==> config.mk <==
export PLATFORM = sky130hd
export DESIGN_NAME = interrupt_ack_sequencer_flat
export DESIGN_NICKNAME = d
export VERILOG_FILES = /design/src/rtl/interrupt_ack_sequencer_if.sv /design/src/rtl/interrupt_ack_sequencer.sv /design/src/flat_wrapper.sv
export SDC_FILE = /design/constraint.sdc
export NUM_CORES = 1
export LEC_CHECK = 0
export CORE_MARGIN = 1
export CORE_UTILIZATION = 53
export DETAILED_ROUTE_END_ITERATION = 8
export PLACE_DENSITY = 0.81
export SYNTH_ARGS = -nofsm -noshare
export SYNTH_HDL_FRONTEND = slang
export SYNTH_SLANG_ARGS = --single-unit
export TNS_END_PERCENT = 5
==> constraint.sdc <==
create_clock -name clock -period 4.3 [get_ports clock]
set_input_delay 1.075 -clock clock [delete_from_list [all_inputs] [get_ports clock]]
set_output_delay 1.075 -clock clock [all_outputs]
set_load 0.02 [all_outputs]
==> src/rtl/interrupt_ack_sequencer_if.sv <==
// Signal bundle between the interrupt acknowledge sequencer and its neighbours:
// priority resolver, IRR, data-bus buffer and the ICW/OCW control registers.
interface interrupt_ack_sequencer_if;
    logic [7:0] interrupt;
    logic       inta_n;
    logic [4:0] vector_base;
    logic       auto_eoi;
    logic       eoi_cmd_valid;
    logic [2:0] eoi_cmd;
    logic [2:0] eoi_level;
    logic       int_out;
    logic [7:0] in_service_register;
    logic [2:0] priority_rotate;
    logic [7:0] clear_irr;
    logic [7:0] data_out;
    logic       data_out_en;

    modport master (
        output interrupt, inta_n, vector_base, auto_eoi, eoi_cmd_valid, eoi_cmd, eoi_level,
        input  int_out, in_service_register, priority_rotate, clear_irr, data_out, data_out_en
    );

    modport slave (
        input  interrupt, inta_n, vector_base, auto_eoi, eoi_cmd_valid, eoi_cmd, eoi_level,
        output int_out, in_service_register, priority_rotate, clear_irr, data_out, data_out_en
    );
endinterface

==> src/rtl/interrupt_ack_sequencer.sv <==
// INT/INTA (8086 two-pulse) responder owning the in-service register and OCW2 EOI/rotate decode.
// Optional feature: define AEOI_ROTATE_EN to enable rotate-in-automatic-EOI (OCW2 100/000).
module interrupt_ack_sequencer #(
    parameter int         NUM_IRQ      = 8,
    parameter logic [2:0] RESET_ROTATE = 3'b111
) (
    input logic                      clock,
    input logic                      reset_n,
    interrupt_ack_sequencer_if.slave bus
);
    typedef enum logic [2:0] {IDLE, REQ, ACK1, WAIT2, ACK2} state_t;

    state_t               state_q, state_d;
    logic                 inta_n_p1;
    logic                 inta_fall, inta_rise;
    logic                 int_out_q, int_out_d;
    logic [2:0]           level_q, level_d;
    logic                 spurious_q, spurious_d;
    logic [NUM_IRQ-1:0]   clear_irr_q, clear_irr_d;
    logic [7:0]           data_out_q, data_out_d;
    logic                 data_out_en_q, data_out_en_d;
    logic [NUM_IRQ-1:0]   isr_q, isr_d, isr_set, eoi_clr;
    logic [2:0]           rotate_q, rotate_d;
    logic                 aeoi_fire;
    logic [3:0]           highest;
`ifdef AEOI_ROTATE_EN
    logic                 aeoi_rotate_q, aeoi_rotate_d;
`endif

    function automatic logic [NUM_IRQ-1:0] level_bit(input logic [2:0] lvl);
        level_bit      = '0;
        level_bit[lvl] = 1'b1;
    endfunction

    function automatic logic [2:0] encode(input logic [NUM_IRQ-1:0] req);
        encode = 3'd0;
        for (int i = NUM_IRQ - 1; i >= 0; i--)
            if (req[i]) encode = 3'(i);
    endfunction

    // {found, level}; scanning downward lets the level nearest rot+1 be the last one written.
    function automatic logic [3:0] highest_in_service(input logic [NUM_IRQ-1:0] isr,
                                                      input logic [2:0] rot);
        logic [2:0] idx;
        highest_in_service = 4'b0;
        for (int i = NUM_IRQ; i >= 1; i--) begin
            idx = rot + 3'(i);
            if (isr[idx]) highest_in_service = {1'b1, idx};
        end
    endfunction

    // inta_n is synchronous to clock, so one register suffices for edge detection.
    always_ff @(posedge clock or negedge reset_n) begin
        if (!reset_n) inta_n_p1 <= 1'b1;
        else          inta_n_p1 <= bus.inta_n;
    end

    assign inta_fall = inta_n_p1 & ~bus.inta_n;
    assign inta_rise = ~inta_n_p1 & bus.inta_n;

    always_ff @(posedge clock or negedge reset_n) begin
        if (!reset_n) state_q <= IDLE;
        else          state_q <= state_d;
    end

    always_comb begin
        state_d       = state_q;
        int_out_d     = int_out_q;
        level_d       = level_q;
        spurious_d    = spurious_q;
        clear_irr_d   = '0;
        data_out_d    = data_out_q;
        data_out_en_d = data_out_en_q;
        isr_set       = '0;
        aeoi_fire     = 1'b0;
        case (state_q)
            IDLE: if (bus.interrupt != '0) begin
                state_d   = REQ;
                int_out_d = 1'b1;
            end
            REQ: if (inta_fall) begin
                state_d   = ACK1;
                int_out_d = 1'b0;
                // The request may have been withdrawn while INT was pending: answer with level 7.
                if (bus.interrupt != '0) begin
                    level_d     = encode(bus.interrupt);
                    spurious_d  = 1'b0;
                    isr_set     = level_bit(encode(bus.interrupt));
                    clear_irr_d = level_bit(encode(bus.interrupt));
                end else begin
                    level_d    = 3'd7;
                    spurious_d = 1'b1;
                end
            end
            ACK1: if (inta_rise) state_d = WAIT2;
            WAIT2: if (inta_fall) begin
                state_d       = ACK2;
                data_out_d    = {bus.vector_base, level_q};
                data_out_en_d = 1'b1;
            end
            ACK2: if (inta_rise) begin
                state_d       = IDLE;
                data_out_en_d = 1'b0;
                aeoi_fire     = bus.auto_eoi & ~spurious_q;
            end
            default: state_d = IDLE;
        endcase
    end

    // An explicit OCW2 rotate takes precedence over an AEOI rotate landing in the same cycle.
    always_comb begin
        eoi_clr  = '0;
        rotate_d = rotate_q;
        highest  = highest_in_service(isr_q, rotate_q);
`ifdef AEOI_ROTATE_EN
        aeoi_rotate_d = aeoi_rotate_q;
        if (aeoi_fire && aeoi_rotate_q) rotate_d = level_q;
`endif
        if (aeoi_fire) eoi_clr = level_bit(level_q);
        if (bus.eoi_cmd_valid) begin
            case (bus.eoi_cmd)
                3'b001: if (highest[3]) eoi_clr = eoi_clr | level_bit(highest[2:0]);
                3'b011: eoi_clr = eoi_clr | level_bit(bus.eoi_level);
                3'b101: if (highest[3]) begin
                    eoi_clr  = eoi_clr | level_bit(highest[2:0]);
                    rotate_d = highest[2:0];
                end
                3'b111: begin
                    eoi_clr  = eoi_clr | level_bit(bus.eoi_level);
                    rotate_d = bus.eoi_level;
                end
                3'b110: rotate_d = bus.eoi_level;
`ifdef AEOI_ROTATE_EN
                3'b100: aeoi_rotate_d = 1'b1;
                3'b000: aeoi_rotate_d = 1'b0;
`endif
                default: ;
            endcase
        end
        isr_d = (isr_q & ~eoi_clr) | isr_set;
    end

    always_ff @(posedge clock or negedge reset_n) begin
        if (!reset_n) begin
            int_out_q     <= 1'b0;
            level_q       <= 3'd0;
            spurious_q    <= 1'b0;
            clear_irr_q   <= '0;
            data_out_q    <= 8'h00;
            data_out_en_q <= 1'b0;
            isr_q         <= '0;
            rotate_q      <= RESET_ROTATE;
        end else begin
            int_out_q     <= int_out_d;
            level_q       <= level_d;
            spurious_q    <= spurious_d;
            clear_irr_q   <= clear_irr_d;
            data_out_q    <= data_out_d;
            data_out_en_q <= data_out_en_d;
            isr_q         <= isr_d;
            rotate_q      <= rotate_d;
        end
    end

`ifdef AEOI_ROTATE_EN
    always_ff @(posedge clock or negedge reset_n) begin
        if (!reset_n) aeoi_rotate_q <= 1'b0;
        else          aeoi_rotate_q <= aeoi_rotate_d;
    end
`endif

    assign bus.int_out             = int_out_q;
    assign bus.in_service_register = isr_q;
    assign bus.priority_rotate     = rotate_q;
    assign bus.clear_irr           = clear_irr_q;
    assign bus.data_out            = data_out_q;
    assign bus.data_out_en         = data_out_en_q;
endmodule

==> src/flat_wrapper.sv <==
// flat-port wrapper written by rule: the top's interface ports become plain ports
module interrupt_ack_sequencer_flat 
#(
    parameter int         NUM_IRQ      = 8,
    parameter logic [2:0] RESET_ROTATE = 3'b111
)
  (clock, reset_n, bus_interrupt, bus_inta_n, bus_vector_base, bus_auto_eoi, bus_eoi_cmd_valid, bus_eoi_cmd, bus_eoi_level, bus_int_out, bus_in_service_register, bus_priority_rotate, bus_clear_irr, bus_data_out, bus_data_out_en);
  interrupt_ack_sequencer_if bus_i ();
  input logic clock;
  input logic reset_n;
  input wire logic [$bits(bus_i.interrupt)-1:0] bus_interrupt;
  input wire logic [$bits(bus_i.inta_n)-1:0] bus_inta_n;
  input wire logic [$bits(bus_i.vector_base)-1:0] bus_vector_base;
  input wire logic [$bits(bus_i.auto_eoi)-1:0] bus_auto_eoi;
  input wire logic [$bits(bus_i.eoi_cmd_valid)-1:0] bus_eoi_cmd_valid;
  input wire logic [$bits(bus_i.eoi_cmd)-1:0] bus_eoi_cmd;
  input wire logic [$bits(bus_i.eoi_level)-1:0] bus_eoi_level;
  output wire logic [$bits(bus_i.int_out)-1:0] bus_int_out;
  output wire logic [$bits(bus_i.in_service_register)-1:0] bus_in_service_register;
  output wire logic [$bits(bus_i.priority_rotate)-1:0] bus_priority_rotate;
  output wire logic [$bits(bus_i.clear_irr)-1:0] bus_clear_irr;
  output wire logic [$bits(bus_i.data_out)-1:0] bus_data_out;
  output wire logic [$bits(bus_i.data_out_en)-1:0] bus_data_out_en;
  assign bus_i.interrupt = bus_interrupt;
  assign bus_i.inta_n = bus_inta_n;
  assign bus_i.vector_base = bus_vector_base;
  assign bus_i.auto_eoi = bus_auto_eoi;
  assign bus_i.eoi_cmd_valid = bus_eoi_cmd_valid;
  assign bus_i.eoi_cmd = bus_eoi_cmd;
  assign bus_i.eoi_level = bus_eoi_level;
  assign bus_int_out = bus_i.int_out;
  assign bus_in_service_register = bus_i.in_service_register;
  assign bus_priority_rotate = bus_i.priority_rotate;
  assign bus_clear_irr = bus_i.clear_irr;
  assign bus_data_out = bus_i.data_out;
  assign bus_data_out_en = bus_i.data_out_en;
  interrupt_ack_sequencer #(.NUM_IRQ(NUM_IRQ), .RESET_ROTATE(RESET_ROTATE)) u_core (.clock(clock), .reset_n(reset_n), .bus(bus_i));
endmodule
==> run metrics, run 1 <==
status=finished clean; fmax=~280 MHz; initial antenna violation count=0; worst-margin pin slew=between 0.6 and 0.7 ns; dominant synthesized flop cell=dfrtp_1; DP Wirelength=between 5000 and 6000 µm; Seq/Total Area, Yosys=between 30% and 40%; minimum clock period=around 3.5 ns; crit path launch type=flop; Synth Warn #=0; first-pass GRT wire length=around 12,000 µm; post-synth cell types=just over 60; Crit. path cell count=10; clock-pin slew on the worst setup and hold paths=about 0.070 ns; Layout Cells excl Fill=418; ANT nets after route=0; Final nets=between 300 and 400; CTS root buffer=clkbuf_8; hold depth=2; WL/cell=between 15 and 20 µm; Bufs on Longest Clock Path=2; Area Overhead vs Synth=23.0%; Max-Cap Viols=0; post-synth top area cell=dfrtp_1; Pre-antenna DRT Iters=6; Residual DRC=0; fin worst setup slack=0.769 ns; clk_lat worst skew=roughly 0.29 ns; origin of the critical flop-to-flop path=u_core.bus.priority_rotate[0]$_DFFE_PN1P_; fraction of registers with async set or reset after synthesis=100%; master of the slowest instance on the critical path=ha_1; worst reg-to-reg path cell count=10; Worst Path Required=around 4.5 ns; Mapped Avg Cell Area=a little over 9 µm²; Initial Utilization=about 57%; total design power=between 2000 and 3000 µW; Post-synth EDFFs=0; Hold WC Path Type=reg2reg; full die area=approximately 5500 µm²; area of the core=4880 µm²; clock sink count=37; Leak Pwr=approximately 0.0014 µW; die height=between 70 and 80 µm; pre-CTS worst setup slack=just over 0.8 ns; Final Hold Fails=0; cells along the critical path=inv_1 -> ha_1 -> mux2i_1 -> mux2i_1 -> o221a_2 -> mux2i_1 -> a311o_1 -> a311o_1 -> or3b_1 -> a211o_1; Die Wd=between 70 and 80 µm; Synth top area share=roughly 30%; IO Pins=53; max-slew violations=0; Final setup viols=0; Tcrit/Tclk final=around 82%; CP Max Fanout=10; Hold Startpoint=u_core.spurious_q$_DFFE_PN0P_; wirelength, routed=~7400 µm; cell family with most CP delay=compound AO/OA/AOI/OAI gates; RSZ-0062 raised after global routing=no; dpl cells=410; share of cells above drive strength 1=between 10% and 20%; initial DRC count=250; Syn Std Cell Area=approximately 2800 µm²; CP dominant cell by count=mux2i_1; relative slew slack=a little under three fifths; largest net degree at the start of global routing=38; Clock Skew=around 0.0067 ns; cts hold-fix bufs=0; Crit. End Element=flop; GPL Wtd Cong=between 0.9 and 1; maximum VDD drop=roughly 0.00044 V; Pwr per Cell Area=around 840 nW/µm²; Syn Nets=332; PostCTS Resize Cnt=0; Synth Register Bits=37; # rows=25; vias post-DR=2,681; arrival time worst endpoint=between 3 and 4 ns; Post-CTS Repair Setup Buffers=0; number of global-route vias before repair=roughly 2,400; reg2reg end=u_core.bus.in_service_register[1]$_DFF_PN0_; IO Port Bufs=52; CP Class=reg2reg; drt via density=~6.4; Buf+Inv Stages, Crit Path=1; Synth Instances=~300; GRT Residual Overflow=0; gr usage total=about 29%; CTS tree=built; setup_tns=0 ns; top cells by area, synth=dfrtp_1 30%, mux4_2 4.9%, mux2_2 4.5%, mux2i_1 4.3%, nor2_1 4.2%; # H-tree levels=2; CP max stage delay=about 0.54 ns; hold endpoint=u_core.spurious_q$_DFFE_PN0P_; cts bufs inserted=5; antenna cells=0; r2r setup slk=0.77 ns
## flip-flops by register name (all words and copies together) (netlist names)
signal and cells:
u_core.inta_n_p1 1, u_core.bus.int_out 1, u_core.bus.clear_irr 8, u_core.bus.data_out_en 1
u_core.bus.priority_rotate 3, u_core.state_q 3, u_core.spurious_q 1, u_core.bus.in_service_register 8
u_core.level_q 3, u_core.bus.data_out 8
## report_power, final
part / internal [µW] / switching (µW) / total (µW)
registers: 465 / 183 / 649
logic: 846 / 1040 / 1890
clock network: 189 / 121 / 310
total: 1500 / 1350 / 2850
## worst max path at each step
| stage | from | to |
|---|---|---|
| 6_report | u_core.bus.priority_rotate[0]$_DFFE_PN1P_ | u_core.bus.in_service_register[1]$_DFF_PN0_ |
| 3_5_place_dp | u_core.bus.priority_rotate[0]$_DFFE_PN1P_ | u_core.bus.in_service_register[1]$_DFF_PN0_ |
| 2_1_floorplan | u_core.bus.priority_rotate[1]$_DFFE_PN1P_ | u_core.bus.in_service_register[1]$_DFF_PN0_ |
| 4_1_cts | u_core.bus.priority_rotate[0]$_DFFE_PN1P_ | u_core.bus.in_service_register[1]$_DFF_PN0_ |
| 5_1_grt | u_core.bus.priority_rotate[0]$_DFFE_PN1P_ | u_core.bus.in_service_register[1]$_DFF_PN0_ |
| 3_3_place_gp | u_core.bus.priority_rotate[0]$_DFFE_PN1P_ | u_core.bus.in_service_register[1]$_DFF_PN0_ |
## area by class of cell
cell class / instances / area [µm²]
Multi-Input combinational cell: 239 / 1690
Fill cell: 410 / 1470
Sequential cell: 37 / 931
Timing Repair Buffer: 56 / 551
Clock buffer: 7 / 86.3
Tap cell: 67 / 83.8
Inverter: 11 / 41.3
Clock inverter: 1 / 30.0
## synthesized netlist by cell type (3+ instances only)
cell type  count
and3_1         4
nand2b_1       8
nand4_1        5
xor2_1         3
a21oi_1       12
dfrtp_1       33
buf_2          7
a2111oi_0      3
inv_1          9
mux4_2         6
clkbuf_1       7
or2_1          3
nor2_1        31
nor2b_1        6
a211oi_1       4
o22ai_1        6
o31ai_1        8
o211ai_1       4
a21o_1         3
mux2i_1       12
a31oi_1        8
or3_1          3
nor3b_1        3
o221ai_1       3
nand2_1       26
nand3_1        7
o21ai_1        3
buf_6          4
nor3_1         4
o21ai_0       13
and2_1         5
dfstp_2        4
mux2_2        11
## worst reg2reg max path: cells and delay by family, from the launching register on
family,cells,cell delay (ns)
compound gates,4,1.30
fa+ha+maj,1,0.54
buf+inv,1,0.11
flops,1,0.53
mux,3,0.55
simple gates,1,0.39
## through the flow
| step | area, µm² | util, % | hold slack, ns |
|---|---|---|---|
| after floorplan | 2770 | - | 0.450 |
| final | 3410 | 69.8 | 0.500 |
| after CTS | 3410 | 69.8 | 0.498 |
| after global routing | 3410 | 69.8 | 0.532 |
| after detailed placement | 3290 | 67.5 | 0.481 |
| after global placement | 3290 | 67.5 | 0.466 |
## layer usage
metal,share of wire (%),global-route usage [%],vias up
met2,49,48.8,124
met5,0,0,-
met1,42,38.7,1293
met4,1.3,7.34,0
met3,6.9,4.47,14
li1,-,-,1250
## cell families after synthesis
| family | count (synthesis) | share of synthesized area (%) |
|---|---|---|
| and+or+nand+nor | 115 | 21.2 |
| AOI/OAI and AO/OA | 88 | 22.2 |
| xor gates and xnor gates | 3 | 0.948 |
| adders and majority gates | 2 | 0.903 |
| muxes | 31 | 15.6 |
| buffers and inverters | 30 | 5.60 |
| DFF | 37 | 33.6 |
## cells in the final DEF, fill, tap and decap left out, drive strengths merged, types with 3 or more instances in the layout
| cell | Yosys | final |
|---|---|---|
| nor3b | 3 | 3 |
| a21o | 3 | 3 |
| mux2i | 12 | 12 |
| a2111oi | 3 | 3 |
| clkdlybuf4s50 | 0 | 52 |
| o22ai | 6 | 6 |
| mux2 | 11 | 11 |
| o21ai | 16 | 16 |
| or2 | 3 | 3 |
| xor2 | 3 | 3 |
| dfrtp | 33 | 33 |
| and3 | 4 | 4 |
| nor2 | 31 | 31 |
| o211ai | 4 | 4 |
| or3 | 3 | 3 |
| a211oi | 4 | 4 |
| nor3 | 4 | 4 |
| nand4 | 5 | 5 |
| dfstp | 4 | 4 |
| nor2b | 6 | 6 |
| clkbuf | 7 | 7 |
| buf | 12 | 4 |
| inv | 11 | 11 |
| mux4 | 8 | 8 |
| nand2 | 26 | 26 |
| and2 | 5 | 5 |
| nand2b | 8 | 8 |
| a21oi | 12 | 12 |
| o31ai | 8 | 8 |
| a31oi | 8 | 8 |
| o221ai | 3 | 3 |
| nand3 | 7 | 7 |
(Power assumes the default switching activity.)
==> run 2: changes to the inputs <==
--- a/config.mk
+++ b/config.mk
@@ -6,9 +6,9 @@
 export NUM_CORES = 1
 export LEC_CHECK = 0
 export CORE_MARGIN = 1
-export CORE_UTILIZATION = 53
+export CORE_UTILIZATION = 48
 export DETAILED_ROUTE_END_ITERATION = 8
-export PLACE_DENSITY = 0.81
+export PLACE_DENSITY = 0.78
 export SYNTH_ARGS = -nofsm -noshare
 export SYNTH_HDL_FRONTEND = slang
 export SYNTH_SLANG_ARGS = --single-unit
==> constraint.sdc (replaced) <==
create_clock -name clock -period 2.9 [get_ports clock]
set_input_delay 0.725 -clock clock [delete_from_list [all_inputs] [get_ports clock]]
set_output_delay 0.725 -clock clock [all_outputs]
set_load 0.02 [all_outputs]
==> run metrics, run 2 (synthesis results as in run 1) <==
status=finished with violations; failing checks=negative setup slack; commonest non-fill, non-tap cell in the layout=clkdlybuf4s50_1; hold depth=2; fmax=between 300 and 400 MHz; setup_tns=-0.739 ns; worst reg-to-reg path cell count=10; reg2reg end=u_core.bus.in_service_register[1]$_DFF_PN0_; Clock Skew=around 0.013 ns; area of the core=roughly 5500 µm²; drt via density=about 6.2; Final Hold Fails=0; GPL Wtd Cong=around 1.0; Max-Cap Viols=0; fin worst setup slack=-0.171 ns; die height=about 78 µm; max-slew violations=0; WL/cell=between 15 and 20 µm; minimum clock period=between 3 and 4 ns; Initial Utilization=50.0%; # rows=27; Residual DRC=0; cts bufs inserted=5; CTS tree=built; Leak Pwr=0.00160 µW; Die Wd=slightly below 80 µm; GRT Residual Overflow=0; cells along the critical path=inv_4 -> ha_4 -> mux2i_2 -> buf_4 -> mux4_2 -> nor2_1 -> or3_1 -> o221a_2 -> or3b_1 -> a211o_1; Bufs on Longest Clock Path=2; CP Max Fanout=7; Final nets=423; clock sink count=37; clock-pin slew on the worst setup and hold paths=0.08 ns; wirelength, routed=approximately 8100 µm; fillers=approximately 440; Area Overhead vs Synth=38.6%; Worst Path Required=3.09 ns; antenna cells=0; multi-input gate area in the final layout=approximately 1800 µm²; maximum VDD drop=0.000783 V; total design power=5230 µW; master of the slowest instance on the critical path=dfstp_2; FF/Latch Area=931 µm²; hold endpoint=u_core.spurious_q$_DFFE_PN0P_; clk_lat worst skew=around 0.3 ns; arrival time worst endpoint=about 3.3 ns; CP Class=reg2reg; Hold Startpoint=u_core.spurious_q$_DFFE_PN0P_; Tcrit/Tclk final=106%; Post-CTS Repair Setup Buffers=0; worst-margin pin slew=approximately 0.46 ns; Layout Cells excl Fill=between 400 and 500; Pre-antenna DRT Iters=5; Buf+Inv Stages, Crit Path=2; Crit. End Element=flop; full die area=roughly 6100 µm²; initial antenna violation count=0; initial DRC count=roughly 260; DP Wirelength=about 6200 µm; vias post-DR=2,900; largest net degree at the start of global routing=38; cell family with most CP delay=simple AND/OR/NAND/NOR gates; share of cells above drive strength 1=between 20% and 30%; crit path launch type=flop; Pwr per Cell Area=between 1000 and 1500 nW/µm²; CP max stage delay=0.59 ns; CTS root buffer=clkbuf_8; # H-tree levels=2; r2r setup slk=-0.17 ns; Hold WC Path Type=reg2reg; Final setup viols=10; number of global-route vias before repair=about 2,700; most frequent cells in the layout=52 x clkdlybuf4s50_1, 49 x buf_4, 33 x dfrtp_1; ANT nets after route=0; IO Port Bufs=52; dpl cells=462; gr usage total=27.8%; origin of the critical flop-to-flop path=u_core.bus.priority_rotate[1]$_DFFE_PN1P_; cts hold-fix bufs=0; first-pass GRT wire length=between 10,000 and 15,000 µm; relative slew slack=68.3%; IO Pins=53; RSZ-0062 raised after global routing=yes
==> run 2: changes by cell type in the layout (fill, tap and decap cells not counted), moves of 2 or more <==
cell,previous run,this run
a2111oi_1,0,2
a211oi_2,0,2
a211oi_1,4,2
a2111oi_0,3,0
mux2i_2,0,4
buf_4,4,49
mux2i_1,12,8
==> run 2: stage by stage <==
step	worst slack, ns	hold slack [ns]	util [%]	instance area [µm²]
4_1_cts	-0.134	0.516	68.7	3810
6_report	-0.171	0.503	69.4	3840
3_3_place_gp	-0.137	0.466	66.6	3690
5_1_grt	-0.281	0.531	69.4	3840
3_5_place_dp	-0.204	0.497	66.6	3690
2_1_floorplan	-0.717	0.429	-	2810
==> run 2: worst max-delay path by stage <==
stage / start / to / slack [ns] / cells past startpoint
finish: u_core.bus.priority_rotate[1]$_DFFE_PN1P_ / u_core.bus.in_service_register[1]$_DFF_PN0_ / -0.17 / 10
global route: u_core.bus.priority_rotate[1]$_DFFE_PN1P_ / u_core.bus.in_service_register[1]$_DFF_PN0_ / -0.28 / 10
CTS: u_core.bus.priority_rotate[1]$_DFFE_PN1P_ / u_core.bus.in_service_register[1]$_DFF_PN0_ / -0.13 / 10
detailed placement: u_core.bus.priority_rotate[1]$_DFFE_PN1P_ / u_core.bus.in_service_register[1]$_DFF_PN0_ / -0.20 / 10
global placement: u_core.bus.priority_rotate[1]$_DFFE_PN1P_ / u_core.bus.in_service_register[1]$_DFF_PN0_ / -0.14 / 9
floorplan: u_core.bus.priority_rotate[1]$_DFFE_PN1P_ / u_core.bus.in_service_register[1]$_DFF_PN0_ / -0.72 / 14
==> run 2: layout make-up <==
type,instances,share of cell area [%]
multi-input cells,239,46.0
flip-flops and latches,37,24.2
repair buffers,103,23.9
well taps,72,2.34
clock buffers,5,1.79
inverters,11,1.14
clock inverters,3,0.554
==> run 2: repair_timing <==
action,in CTS,in global routing
endpoints found under the setup margin,11,11
pin swaps,4,0
gates resized for setup,5,10
gates cloned,0,0
==> run 2: tightest hold or removal path, stage by stage (launching register included) <==
cell	delay [ns]
dfrtp_1	0.36
nand2_1	0.05
o21ai_0	0.06
==> run 2: power by group <==
group	total, µW	internal (µW)	switching, µW	leakage, µW
clock network	372	170	201	0.0000445
logic	3950	1990	1960	0.00109
registers	905	691	215	0.000461
==> run 2: per-layer routing <==
layer | wire length, µm | share of wire [%] | vias to the layer above | track usage (%)
met5 | 0 | 0 | - | 0
met4 | 138 | 1.7 | 0 | 6.85
met3 | 608 | 7.5 | 15 | 6.59
met2 | 3790 | 46 | 146 | 43.5
met1 | 3610 | 44 | 1392 | 38.8
li1 | - | - | 1347 | -
